`config.mk`:
```
export PLATFORM = sky130hd
export DESIGN_NAME = muldiv_unit
export DESIGN_NICKNAME = d
export VERILOG_FILES = /design/src/rtl/mips_funct_pkg.sv /design/src/rtl/muldiv_unit.sv
export SDC_FILE = /design/constraint.sdc
export NUM_CORES = 1
export LEC_CHECK = 0
export ABC_AREA = 0
export CORE_MARGIN = 2
export CORE_UTILIZATION = 54
export DETAILED_ROUTE_END_ITERATION = 10
export GPL_ROUTABILITY_DRIVEN = 0
export PLACE_DENSITY = 0.77
export SYNTH_ARGS = -nofsm -noshare
export SYNTH_HDL_FRONTEND = slang
export SYNTH_SLANG_ARGS = --single-unit
```
`constraint.sdc`:
```
create_clock -name i_clk -period 7.65 [get_ports i_clk]
set_input_delay 1.9125 -clock i_clk [delete_from_list [all_inputs] [get_ports i_clk]]
set_output_delay 1.9125 -clock i_clk [all_outputs]
set_load 0.005 [all_outputs]
```
`src/rtl/mips_funct_pkg.sv`:
```
// mips_funct_pkg: funct codes shared by the ALU and the mul/div unit, plus the mul/div FSM states
package mips_funct_pkg;
    localparam logic [5:0] F_SLL   = 6'b000000;
    localparam logic [5:0] F_SRL   = 6'b000010;
    localparam logic [5:0] F_SRA   = 6'b000011;
    localparam logic [5:0] F_JR    = 6'b001000;
    localparam logic [5:0] F_MFHI  = 6'b010000;
    localparam logic [5:0] F_MTHI  = 6'b010001;
    localparam logic [5:0] F_MFLO  = 6'b010010;
    localparam logic [5:0] F_MTLO  = 6'b010011;
    localparam logic [5:0] F_MULT  = 6'b011000;
    localparam logic [5:0] F_MULTU = 6'b011001;
    localparam logic [5:0] F_DIV   = 6'b011010;
    localparam logic [5:0] F_DIVU  = 6'b011011;
    localparam logic [5:0] F_ADD   = 6'b100000;
    localparam logic [5:0] F_ADDU  = 6'b100001;
    localparam logic [5:0] F_SUB   = 6'b100010;
    localparam logic [5:0] F_SUBU  = 6'b100011;
    localparam logic [5:0] F_AND   = 6'b100100;
    localparam logic [5:0] F_OR    = 6'b100101;
    localparam logic [5:0] F_XOR   = 6'b100110;
    localparam logic [5:0] F_NOR   = 6'b100111;
    localparam logic [5:0] F_SLT   = 6'b101010;
    localparam logic [5:0] F_SLTU  = 6'b101011;
    typedef enum logic [1:0] {IDLE, CALC, FIX} md_state_t;
endpackage

```
`src/rtl/muldiv_unit.sv`:
```
// muldiv_unit: iterative MULT/MULTU/DIV/DIVU with HI/LO registers and MTHI/MTLO/MFHI/MFLO access.
// MULDIV_DIVZERO_FAST_EN: zero-divisor divides skip CALC and raise o_div_zero with o_done.
module muldiv_unit
    import mips_funct_pkg::*;
#(
    parameter int WIDTH = 32
) (
    input  logic             i_clk,
    input  logic             i_rst,
    input  logic             i_start,
    input  logic [5:0]       i_func,
    input  logic [WIDTH-1:0] i_op1,
    input  logic [WIDTH-1:0] i_op2,
    output logic             o_busy,
    output logic             o_done,
    output logic [WIDTH-1:0] o_hi,
    output logic [WIDTH-1:0] o_lo,
    output logic [WIDTH-1:0] o_result
`ifdef MULDIV_DIVZERO_FAST_EN
    ,
    output logic             o_div_zero
`endif
);
    localparam int CW = $clog2(WIDTH) + 1;

    md_state_t          state, state_nx;
    logic [CW-1:0]      cnt;
    logic [2*WIDTH-1:0] acc, acc_nx;
    logic [WIDTH-1:0]   m, mag1, mag2, res_hi, res_lo;
    logic [WIDTH:0]     sum, sh, diff;
    logic               is_div, neg_q, neg_r, is_md, is_sgn, is_dv, zero2, fast, accept;

    always_comb begin
        is_md  = i_func inside {F_MULT, F_MULTU, F_DIV, F_DIVU};
        is_dv  = i_func == F_DIV || i_func == F_DIVU;
        is_sgn = i_func == F_MULT || i_func == F_DIV;
        zero2  = i_op2 == '0;
        mag1   = is_sgn && i_op1[WIDTH-1] ? -i_op1 : i_op1;
        mag2   = is_sgn && i_op2[WIDTH-1] ? -i_op2 : i_op2;
        accept = state == IDLE && i_start && is_md;
        // multiply: add multiplicand into the upper half (carry kept in sum[WIDTH]) then shift right
        sum    = {1'b0, acc[2*WIDTH-1:WIDTH]} + (acc[0] ? {1'b0, m} : '0);
        // divide: upper half is the partial remainder, lower half shifts dividend out and quotient in
        sh     = acc[2*WIDTH-1:WIDTH-1];
        diff   = sh - {1'b0, m};
        acc_nx = is_div ? {diff[WIDTH] ? sh[WIDTH-1:0] : diff[WIDTH-1:0], acc[WIDTH-2:0], ~diff[WIDTH]}
                        : {sum, acc[WIDTH-1:1]};
        res_hi = is_div ? (neg_r ? -acc[2*WIDTH-1:WIDTH] : acc[2*WIDTH-1:WIDTH])
                        : (neg_q ? -acc[2*WIDTH-1:WIDTH] - {{(WIDTH-1){1'b0}}, acc[WIDTH-1:0] != '0}
                                 : acc[2*WIDTH-1:WIDTH]);
        res_lo = neg_q ? -acc[WIDTH-1:0] : acc[WIDTH-1:0];
    end

`ifdef MULDIV_DIVZERO_FAST_EN
    assign fast = is_dv && zero2;
`else
    assign fast = 1'b0;
`endif

    always_comb begin
        state_nx = state;
        unique case (state)
            IDLE:    state_nx = accept ? (fast ? FIX : CALC) : IDLE;
            CALC:    state_nx = cnt == CW'(WIDTH - 1) ? FIX : CALC;
            FIX:     state_nx = IDLE;
            default: state_nx = IDLE;
        endcase
    end

    always_ff @(posedge i_clk) begin
        if (i_rst) state <= IDLE;
        else       state <= state_nx;
    end

    always_ff @(posedge i_clk) begin
        if (i_rst) begin
            o_hi   <= '0;
            o_lo   <= '0;
            o_done <= 1'b0;
            cnt    <= '0;
        end else begin
            o_done <= state == FIX;
            if (accept) begin
                is_div <= is_dv;
                // a zero divisor leaves the all-ones quotient unsigned
                neg_q  <= is_sgn && (i_op1[WIDTH-1] ^ i_op2[WIDTH-1]) && !zero2;
                neg_r  <= is_sgn && i_op1[WIDTH-1];
                m      <= is_dv ? mag2 : mag1;
                acc    <= fast ? {mag1, {WIDTH{1'b1}}} : {{WIDTH{1'b0}}, is_dv ? mag1 : mag2};
                cnt    <= '0;
            end else if (state == IDLE && i_start && i_func == F_MTHI) begin
                o_hi <= i_op1;
            end else if (state == IDLE && i_start && i_func == F_MTLO) begin
                o_lo <= i_op1;
            end else if (state == CALC) begin
                acc <= acc_nx;
                cnt <= cnt + 1'b1;
            end else if (state == FIX) begin
                o_hi <= res_hi;
                o_lo <= res_lo;
            end
        end
    end

`ifdef MULDIV_DIVZERO_FAST_EN
    logic dz_lat;
    always_ff @(posedge i_clk) begin
        if (i_rst) begin
            dz_lat     <= 1'b0;
            o_div_zero <= 1'b0;
        end else begin
            if (accept) dz_lat <= fast;
            o_div_zero <= state == FIX && dz_lat;
        end
    end
`endif

    assign o_busy   = state != IDLE;
    assign o_result = i_func == F_MFHI ? o_hi : i_func == F_MFLO ? o_lo : '0;
endmodule

```
==> results_dict.tcl <==
set metrics [dict create \
    tns_ns 0 \
    yosys_warnings 0 \
    final_hold_viol_count 0 \
    drc_errors 0 \
    dp_hpwl_um 39600 \
    netlist_instances 1980 \
    ctsLongestPathBuffers 2 \
    drive_gt1_share_pct 4.23 \
    grt_max_degree 86 \
    critPathSlowestCell "nand2b_1" \
    ioPinCount 171 \
    num_vias 16000 \
    fin_nets 2211 \
    grt_pass1_vias 15000 \
    async_flop_share_pct 0 \
    grt_first_pass_wirelength_um 81900 \
    yosysUniqueCellTypes 77 \
    cp_common_cell "clkdlybuf4s50_1" \
    finalCritPeriodShare_pct 87.1 \
    path_clk_slew_ns 0.08 \
    placedCellCount 2430 \
    cts_root_buf "clkbuf_16" \
    vdd_ir_drop_max_mv 0.154 \
    antenna_found_initial 1 \
    synth_edf_count 99 \
    synth_most_common_cell "nor2_1" \
    cp_num_buf_inv 2 \
    power_density_nw_per_um2 119 \
    core_area_um2 28800 \
    postRouteAntennaNets 0 \
    final-setup-viol-count 0 \
    crit_fanout 32 \
    cts_tree "built" \
    worst_path_largest_cell_delay_ns 0.81 \
    htree_levels 4 \
    cp_data_arrival_time_ns 4.75 \
    drt-vias-per-instance 6.51 \
    crit_family "simple AND/OR/NAND/NOR gates" \
    syn_avg_cell_area_um2 7.99 \
    required_ns 5.74 \
    area_delta_synth_final_pct 15.4 \
    max_slew_margin_pct 16.3 \
    status "complete, no violations" \
    ys_seq_area_share_pct 28.0 \
    drv_cap 0 \
    drt_iter0_markers 1672 \
    clock_latency_ns 0.46 \
    cts_buffers 17 \
    hold_class "flop to flop" \
    synth.top_cells.by_count "240 x nor2_1, 185 x nand2_1, 172 x a21oi_1" \
    power_leakage_uw 0.00689 \
    wirelength_um 53100 \
    ctsHoldBuffers 0 \
    cts_resized 0 \
    rows 62 \
    end_kind "output port" \
    synth_top_cell_by_area "edfxtp_1" \
    firstDrtPassIters 6 \
    path_cells "clkdlybuf4s50_1 > nor4b_1 > nand2b_1 > nor2_1 > clkdlybuf4s50_1" \
    synth-seq-cells 172 \
    worstMarginPinSlew_ns 1.25 \
    start_util_pct 55.0 \
    die_h_um 175 \
    grt_usage_pct 33.8 \
    synth_top_area_share_pct 18.8 \
    diodes 0 \
    portBuffers 170 \
    fin_worst_skew_ns 0.0139 \
    post_cts_buffers 0 \
    wl_per_cell_um 21.6 \
    globalRouteOverflowTotal 0 \
    crit_type "input pin to output port" \
    die_area_um2 30700 \
    cts.sink_count 172 \
    die_x_um 175 \
    min_period_ns 6.66 \
    synth_area_um2 15800 \
    stdcell_count 2462 \
    slew_violations 0 \
    syn_nets 2126 \
    synth_ff_type "edfxtp_1" \
    max_freq_mhz 150 \
    n_fill_cell 2457 \
    rsz0062_at_grt "false" \
    cp-start-kind "input pin" \
    synthTopCellsByArea "edfxtp_1 19%, dfxtp_1 9.2%, mux2i_1 7.8%" \
]
where the power goes:
| group | switching [uW] | internal (uW) | leakage (uW) |
|---|---|---|---|
| clock | 424 | 475 | 0.000291 |
| combinational | 156 | 109 | 0.00512 |
| sequential | 14.1 | 985 | 0.00148 |
| total | 594 | 1570 | 0.00689 |
metrics by stage:
stage | hold WS, ns | utilization, % | area (um2) | power, uW | setup slack, ns
3_3_place_gp | 0.465 | 61.4 | 17700 | 1270 | 1.18
3_5_place_dp | 0.474 | 61.4 | 17700 | 1280 | 1.02
5_1_grt | 0.520 | 63.4 | 18300 | 2210 | 0.696
6_report | 0.488 | 63.4 | 18300 | 2160 | 0.987
4_1_cts | 0.483 | 63.4 | 18300 | 2150 | 1.01
2_1_floorplan | 0.444 | - | 15800 | 1160 | 1.29
final cells by class:
class,instances,area [um2],area share [%]
Clock buffer,19,454,2.49
Clock inverter,13,126,0.692
Inverter,64,240,1.32
Multi-Input combinational cell,1624,10700,58.6
Sequential cell,172,4430,24.3
Tap cell,384,480,2.63
Timing Repair Buffer,186,1810,9.93
flip-flops by register name, indices dropped and copies added, names as in the netlist, 2 cells and up:
signal,cells
cnt,6
m,32
state,2
o_hi,32
o_lo,32
acc,64
metal layers:
| layer | global-route usage, % | up-vias | wire, um |
|---|---|---|---|
| met5 | 1.28 | - | 63 |
| met4 | 18.5 | 4 | 3050 |
| met3 | 5.44 | 187 | 4790 |
| met2 | 54.6 | 862 | 24600 |
| met1 | 43.0 | 7619 | 20600 |
| li1 | - | 7366 | - |
cell usage in the layout, fill, tap and decap left out, types with 19 or more instances in the layout:
master,Yosys,routed
o21ai_0,122,122
inv_1,63,63
o31ai_1,22,22
nand3_1,33,33
xor2_1,97,97
edfxtp_1,99,99
a211oi_1,52,52
clkdlybuf4s50_1,0,168
nor2_1,240,238
nor4_1,24,24
mux2i_1,123,123
nand2b_1,22,22
nor3_1,43,43
ha_1,71,71
o211ai_1,28,28
a21oi_1,172,171
nand2_1,185,184
xnor2_1,107,106
a21o_1,19,19
dfxtp_1,73,73
path summary, 6_finish.rpt:
check | cells after the start | start | slack (ns) | endpoint
worst min-delay path | 1 | cnt[5] | 0.49 | state[1]
worst min register to register | 1 | cnt[5] | 0.49 | state[1]
worst max-delay path | 5 | i_func[2] | 0.99 | o_result[27]
worst max register to register | 18 | acc[4] | 1.95 | o_hi[30]
cell families (layout without fill, tap and decap cells):
logic type	Yosys count	after routing	share of synthesized area, %
multiplexers	125	125	7.93
flip-flops	172	172	28.0
buffers and inverters	184	282	4.56
XOR/XNOR	204	204	11.3
AND/OR/NAND/NOR	677	677	20.3
AO/OA/AOI/OAI	545	545	22.0
adder cells (fa/ha/maj)	73	73	5.87
No activity file was read; power rests on OpenSTA's default activity.
